File: config.mk
export PLATFORM = sky130hd
export DESIGN_NAME = key_event_encoder_flat
export DESIGN_NICKNAME = d
export VERILOG_FILES = /design/src/rtl/capiano_pkg.sv /design/src/rtl/key_event_encoder_if.sv /design/src/rtl/key_event_encoder.sv /design/src/flat_wrapper.sv
export SDC_FILE = /design/constraint.sdc
export NUM_CORES = 1
export LEC_CHECK = 0
export CAP_MARGIN = 20
export CORE_ASPECT_RATIO = 1.4
export CORE_UTILIZATION = 51
export CTS_CLUSTER_DIAMETER = 200
export CTS_CLUSTER_SIZE = 40
export DETAILED_ROUTE_END_ITERATION = 10
export PLACE_DENSITY = 0.76
export SYNTH_ARGS = -nofsm -noshare
export SYNTH_HDL_FRONTEND = slang
export SYNTH_SLANG_ARGS = --single-unit
File: constraint.sdc
create_clock -name clk -period 2.65 [get_ports clk]
set_input_delay 0.265 -clock clk [delete_from_list [all_inputs] [get_ports clk]]
set_output_delay 0.265 -clock clk [all_outputs]
set_load 0.02 [all_outputs]
File: src/rtl/capiano_pkg.sv
// Shared constants for the camera-piano event path: event byte layout used by
// both the key event encoder and the UART controller, plus encoder FSM states.
package capiano_pkg;

  localparam int KEY_NUM      = 40;
  localparam int EV_PRESS_BIT = 7;
  localparam int EV_IDX_LSB   = 0;
  localparam int EV_IDX_W     = 6;

  typedef enum logic [1:0] {
    IDLE = 2'd0,
    SCAN = 2'd1,
    EMIT = 2'd2
  } kee_state_t;

  // Pack a key event: press flag on top, reserved bit zero, key index low.
  function automatic logic [7:0] make_event(input logic press,
                                            input logic [EV_IDX_W-1:0] idx);
    logic [7:0] ev;
    ev = '0;
    ev[EV_PRESS_BIT] = press;
    ev[EV_IDX_LSB +: EV_IDX_W] = idx;
    return ev;
  endfunction

endpackage

File: src/rtl/key_event_encoder_if.sv
// Valid/ready byte stream carrying key events towards the UART byte sender.
interface key_event_encoder_if;

  logic       out_valid;
  logic       out_ready;
  logic [7:0] out_data;

  modport master (
    output out_valid,
    output out_data,
    input  out_ready
  );

  modport slave (
    input  out_valid,
    input  out_data,
    output out_ready
  );

endinterface

File: src/rtl/key_event_encoder.sv
// Debounces the per-frame key vector and streams one byte per committed
// press/release, scanning keys in ascending order once per accepted frame.
module key_event_encoder
  import capiano_pkg::*;
#(
  parameter int NUM_KEYS       = KEY_NUM,
  parameter int STABLE_SAMPLES = 3
) (
  input  logic                clk,
  input  logic                rst,
  input  logic [NUM_KEYS-1:0] key_down,
  input  logic                sample_en,
  key_event_encoder_if.master evt,
  output logic [NUM_KEYS-1:0] stable_keys,
  output logic                busy,
  output logic [7:0]          drop_cnt
);

  localparam int                CNT_W     = $clog2(STABLE_SAMPLES + 1);
  localparam logic [5:0]        LAST_IDX  = 6'(NUM_KEYS - 1);
  localparam logic [CNT_W:0]    COMMIT_AT = (CNT_W + 1)'(STABLE_SAMPLES);

  kee_state_t          state_q, state_d;
  logic [NUM_KEYS-1:0] sample_q, sample_d;
  logic [NUM_KEYS-1:0] stable_q, stable_d;
  logic [5:0]          idx_q, idx_d;
  logic [7:0]          out_data_q, out_data_d;
  logic                out_valid_q, out_valid_d;
  logic [7:0]          drop_q, drop_d;

  logic [CNT_W-1:0]    cnt_q [NUM_KEYS];
  logic [CNT_W-1:0]    cnt_d [NUM_KEYS];

  logic [CNT_W-1:0]    cnt_cur;
  logic [CNT_W:0]      cnt_inc;
  logic                cnt_wr_en;
  logic [CNT_W-1:0]    cnt_wr_val;

  assign cnt_cur = cnt_q[idx_q];
  assign cnt_inc = {1'b0, cnt_cur} + (CNT_W + 1)'(1);

  // Only the key under evaluation ever has its counter rewritten.
  generate
    for (genvar gi = 0; gi < NUM_KEYS; gi++) begin : g_cnt
      assign cnt_d[gi] = (cnt_wr_en && (idx_q == 6'(gi))) ? cnt_wr_val : cnt_q[gi];
    end
  endgenerate

  always_comb begin
    state_d     = state_q;
    sample_d    = sample_q;
    stable_d    = stable_q;
    idx_d       = idx_q;
    out_data_d  = out_data_q;
    out_valid_d = out_valid_q;
    drop_d      = drop_q;
    cnt_wr_en   = 1'b0;
    cnt_wr_val  = '0;

    if (sample_en && (state_q != IDLE) && (drop_q != 8'hFF)) begin
      drop_d = drop_q + 8'd1;
    end

    case (state_q)
      IDLE: begin
        if (sample_en) begin
          sample_d = key_down;
          idx_d    = '0;
          state_d  = SCAN;
        end
      end

      SCAN: begin
        cnt_wr_en = 1'b1;
        if (sample_q[idx_q] == stable_q[idx_q]) begin
          cnt_wr_val = '0;
          if (idx_q == LAST_IDX) begin
            state_d = IDLE;
          end else begin
            idx_d = idx_q + 6'd1;
          end
        end else if (cnt_inc == COMMIT_AT) begin
          // The new debounced state equals the sample, since they differed.
          stable_d[idx_q] = sample_q[idx_q];
          cnt_wr_val      = '0;
          out_data_d      = make_event(sample_q[idx_q], idx_q);
          out_valid_d     = 1'b1;
          state_d         = EMIT;
        end else begin
          cnt_wr_val = cnt_inc[CNT_W-1:0];
          if (idx_q == LAST_IDX) begin
            state_d = IDLE;
          end else begin
            idx_d = idx_q + 6'd1;
          end
        end
      end

      EMIT: begin
        if (evt.out_ready) begin
          out_valid_d = 1'b0;
          if (idx_q == LAST_IDX) begin
            state_d = IDLE;
          end else begin
            idx_d   = idx_q + 6'd1;
            state_d = SCAN;
          end
        end
      end

      default: begin
        state_d = IDLE;
      end
    endcase
  end

  always_ff @(posedge clk) begin
    if (rst) begin
      state_q     <= IDLE;
      sample_q    <= '0;
      stable_q    <= '0;
      idx_q       <= '0;
      out_data_q  <= '0;
      out_valid_q <= 1'b0;
      drop_q      <= '0;
      for (int k = 0; k < NUM_KEYS; k++) begin
        cnt_q[k] <= '0;
      end
    end else begin
      state_q     <= state_d;
      sample_q    <= sample_d;
      stable_q    <= stable_d;
      idx_q       <= idx_d;
      out_data_q  <= out_data_d;
      out_valid_q <= out_valid_d;
      drop_q      <= drop_d;
      for (int k = 0; k < NUM_KEYS; k++) begin
        cnt_q[k] <= cnt_d[k];
      end
    end
  end

  assign evt.out_valid = out_valid_q;
  assign evt.out_data  = out_data_q;
  assign stable_keys   = stable_q;
  assign busy          = (state_q != IDLE);
  assign drop_cnt      = drop_q;

endmodule

File: src/flat_wrapper.sv
// flat-port wrapper written by rule: the top's interface ports become plain ports
module key_event_encoder_flat import capiano_pkg::*;
#(
  parameter int NUM_KEYS       = KEY_NUM,
  parameter int STABLE_SAMPLES = 3
)
  (clk, rst, key_down, sample_en, stable_keys, busy, drop_cnt, evt_out_valid, evt_out_data, evt_out_ready);
  key_event_encoder_if evt_i ();
  input  logic clk;
  input  logic rst;
  input  logic [NUM_KEYS-1:0] key_down;
  input  logic sample_en;
  output logic [NUM_KEYS-1:0] stable_keys;
  output logic busy;
  output logic [7:0] drop_cnt;
  output wire logic [$bits(evt_i.out_valid)-1:0] evt_out_valid;
  output wire logic [$bits(evt_i.out_data)-1:0] evt_out_data;
  input wire logic [$bits(evt_i.out_ready)-1:0] evt_out_ready;
  assign evt_out_valid = evt_i.out_valid;
  assign evt_out_data = evt_i.out_data;
  assign evt_i.out_ready = evt_out_ready;
  key_event_encoder #(.NUM_KEYS(NUM_KEYS), .STABLE_SAMPLES(STABLE_SAMPLES)) u_core (.clk(clk), .rst(rst), .key_down(key_down), .sample_en(sample_en), .evt(evt_i), .stable_keys(stable_keys), .busy(busy), .drop_cnt(drop_cnt));
endmodule
==> out/qor.log <==
qor: sta.setup_slack -0.5332 ns
qor: global_route.grt_antenna_before_repair 0
qor: drt.routed_wl 26900 um
qor: logic_synthesis.number_of_synthesized_flops_with_an_enable_pin 80
qor: clock_tree.ctsHtreeMaxLevel 4
qor: clock_tree.cts_buffers 17
qor: logic_synthesis.mean_instance_size_in_the_synthesized_netlist 9.887 um2
qor: logic_synthesis.postSynth.asyncResetShare 0%
qor: worst_setup_path.crit_path_max_incr_delay 0.52 ns
qor: placed_design.io_buf_count 100
qor: logic_synthesis.sequential_area_share_after_synthesis 50.56%
qor: logic_synthesis.number_of_register_bits_inferred_by_synthesis 190
qor: drt.remaining_drc_errors 0
qor: drt.drt-wirelength-per-cell 19.85 um
qor: logic_synthesis.post_synth_inst_count 921
qor: logic_synthesis.yosys.area_share.xor_xnor 0.6733%
qor: global_route.wire_length_of_the_first_global_routing_pass 40390 um
qor: floorplanning.core_area 17400 um2
qor: cells_and_area.layout.nets 1159
qor: worst_setup_path.endpoint_kind flip-flop
qor: run_status.outcome finished with violations
qor: clock_tree.clk-insertion-delay-late 0.44 ns
qor: floorplanning.die-width 114.9 um
qor: run_status.violations setup timing
qor: drt.drt_iter0_drc 763
qor: global_route.first_global_vias 7893
qor: worst_setup_path.worst_setup_start_kind flip-flop
qor: sta.final-hold-violation-count 0
qor: floorplanning.floorplan.rows 57
qor: logic_synthesis.dominant_combinational_cell_family_by_area_after_synthesis simple AND/OR/NAND/NOR gates
qor: sta.timing.slew.headroom 58.55%
qor: sta.timing.clock.skew 0.01211 ns
qor: sta.worst-slew-pin-transition 0.6217 ns
qor: global_route.grt_start_max_net_pins 41
qor: drt.detailedRoute.firstPassIterationCount 5
qor: run.cap_violations 0
qor: worst_setup_path.crit_path_frequent_cell buf_6
qor: global_route.grt_use_total 28.98%
qor: cells_and_area.layout.filler_cells 1300
qor: cells_and_area.num_antenna_cells 0
qor: placed_design.gp_congestion 0.9442
qor: clock_tree.cts.path.max_buffers 2
qor: worst_setup_path.cp_max_fo 7
qor: worst_setup_path.slowest_stage mux4_2
qor: placed_design.hpwlAfterDp 17500 um
qor: clock_tree.tritoncts yes
qor: clock_tree.clock_tree.root_cell clkbuf_16
qor: worst_setup_path.crit_buf_inv 4
qor: worst_setup_path.path_cells buf_12 > mux2i_1 > mux4_2 > a311oi_2 > a211o_1 > or4b_4 > a21oi_4 > buf_6 > buf_6 > buf_4 > a31oi_1 > a311oi_1
qor: min_path.hold_class primary input to flip-flop
qor: cells_and_area.drive_gt1_share 25.74%
qor: worst_setup_path.critical_path_class flip-flop to flip-flop
qor: logic_synthesis.synth_area 9106 um2
qor: power.leakage 4.476 nW
qor: logic_synthesis.synth.lib_cells_used.distinct 62
qor: logic_synthesis.syn_nets 974
qor: cells_and_area.mostFrequentLayoutCells nand2_1, buf_4, dfxtp_1
qor: logic_synthesis.synth_area_in_compound_gates 14.74%
qor: sta.hold_ws 0.2780 ns
qor: logic_synthesis.synth-simple-area-share 16.82%
qor: global_route.global_route.overflow_total 0
qor: cells_and_area.layout.cells.most_common nand2_1
qor: clock_tree.cts_hold_repair.buffers 0
qor: logic_synthesis.synth.area.mux_share 10.94%
qor: drt.dr_total_vias 8114
qor: logic_synthesis.yosys_warnings 0
qor: clock_tree.clock-sinks 190
qor: floorplanning.io-pin-count 102
qor: worst_setup_path.cp.required 3.00 ns
qor: drt.viasPerCell 5.988
qor: worst_setup_path.reg2reg_slack -0.53 ns
qor: sta.final-max-slew-violation-count 0
qor: worst_setup_path.critical_path.top_delay_family compound AO/OA/AOI/OAI gates
qor: power.irDropWorstVdd 428.8 uV
qor: logic_synthesis.synth_fa_ha_area_share 1.237%
qor: floorplanning.design.die.area 18400 um2
qor: sta.maxClockFrequency 314.2 MHz
qor: sta.layout_min_cycle_time 3.183 ns
qor: drt.post_drt_antenna_nets 0
qor: placed_design.dpl_worst_slack -0.6148 ns
qor: sta.setup_viol 142
qor: sta.final.period_utilization 120.1%
qor: floorplanning.die_h 160.1 um
qor: logic_synthesis.synth-main-ff-cell dfxtp_1
qor: power.power.density_cell_area 516.1 nW/um2
qor: sta.rsz0062_at_grt true
qor: clock_tree.clk_pin_slew 0.07 ns
qor: floorplanning.initial_core_util 52.33%
qor: cells_and_area.area_delta_synth_final 35.27%
qor: power.post-layout-total-power 6.357 mW
qor: worst_setup_path.critical_path_arrival 3.53 ns
cells by family after synthesis:
group / after synthesis
and+or+nand+nor: 355
AOI/OAI and AO/OA: 195
DFF: 190
buffers and inverters: 97
muxes: 67
adders and majority gates: 9
xor gates and xnor gates: 7
other: 1
power breakdown:
group          total (mW)  switching [mW]  leakage, nW  internal, mW
Clock                2.56            1.14        0.281          1.42
Combinational       0.620           0.337         2.49         0.283
Sequential           3.18          0.0437         1.70          3.14
Total                6.36            1.52         4.48          4.84
final cells by class:
class                      instances  area [um2]  area share [%]
clock inverter                    12       132.6           1.077
inverter                          13       58.81          0.4774
clock buffer                      20       446.7           3.626
multi-input combinational        634        4364           35.43
tap                              236       295.3           2.397
timing repair buffer             250        2405           19.52
sequential                       190        4616           37.47
Yosys cell counts (3+ instances only):
| cell | number | share of area, % |
|---|---|---|
| a21boi_0 | 4 | 0.33 |
| nor2b_1 | 4 | 0.27 |
| a221oi_1 | 8 | 0.77 |
| a311oi_1 | 25 | 2.4 |
| o21ai_0 | 13 | 0.71 |
| nor3b_1 | 4 | 0.33 |
| buf_6 | 8 | 0.99 |
| ha_1 | 9 | 1.2 |
| buf_4 | 4 | 0.33 |
| a31oi_1 | 41 | 2.8 |
| nand2b_1 | 9 | 0.62 |
| edfxtp_1 | 80 | 26 |
| nand3_1 | 20 | 1.1 |
| a41o_1 | 14 | 1.5 |
| nand2_1 | 171 | 7.0 |
| a21oi_1 | 56 | 3.1 |
| and2_1 | 6 | 0.41 |
| a211oi_1 | 9 | 0.74 |
| mux2i_1 | 32 | 3.5 |
| buf_1 | 4 | 0.16 |
| and3_1 | 10 | 0.69 |
| mux4_2 | 25 | 6.2 |
| inv_1 | 11 | 0.45 |
| nor2_1 | 103 | 4.2 |
| xor2_1 | 6 | 0.58 |
| nand4_1 | 6 | 0.41 |
| nand3b_1 | 3 | 0.25 |
| dfxtp_1 | 110 | 24 |
| nor3_1 | 11 | 0.60 |
| mux2_2 | 8 | 0.99 |
| clkbuf_1 | 56 | 2.3 |
| buf_2 | 12 | 0.66 |
state kept, by name, summed over array words and instances, names as in the netlist, named ones only:
signal                cells
u_core.cnt_q             80
u_core.state_q            2
u_core.stable_keys       40
u_core.evt.out_valid      1
u_core.idx_q              6
u_core.evt.out_data       7
u_core.drop_cnt           8
u_core.sample_q          40
per-stage QoR:
stage / std cells / util, % / instance area, um2 / TNS [ns]
floorplan: 921 / - / 9253 / -13.13
global placement: 1304 / 63.96 / 11130 / -56.46
detailed placement: 1304 / 63.96 / 11130 / -67.83
CTS: 1348 / 69.19 / 12040 / -52.47
global route: 1355 / 70.79 / 12320 / -70.88
finish: 1355 / 70.79 / 12320 / -59.16
worst paths after layout:
check,end,start,depth (start not counted)
worst max-delay path,u_core.stable_keys[35]$_SDFFE_PP0P_,u_core.idx_q[2]$_SDFFE_PP0N_,12
worst min-delay path,u_core.state_q[0]$_SDFFE_PP0P_,rst,2
worst max register to register,u_core.stable_keys[35]$_SDFFE_PP0P_,u_core.idx_q[2]$_SDFFE_PP0N_,12
worst min register to register,u_core.sample_q[4]$_SDFFE_PP0P_,u_core.sample_q[4]$_SDFFE_PP0P_,2
metal layers:
metal | vias up | global-route usage, % | wire length, um
met5 | - | 0 | 0
met4 | 0 | 16.82 | 1643
met3 | 113 | 4.668 | 1434
met2 | 362 | 52.35 | 14340
met1 | 3910 | 31.40 | 9485
li1 | 3729 | - | -
repair_timing:
item,4_1_cts,5_1_grt
pin swaps,15,16
setup endpoints to repair,142,142
gates cloned,2,3
buffers inserted,10,4
gates resized for setup,36,54
No activity file was read; power rests on OpenSTA's default activity.
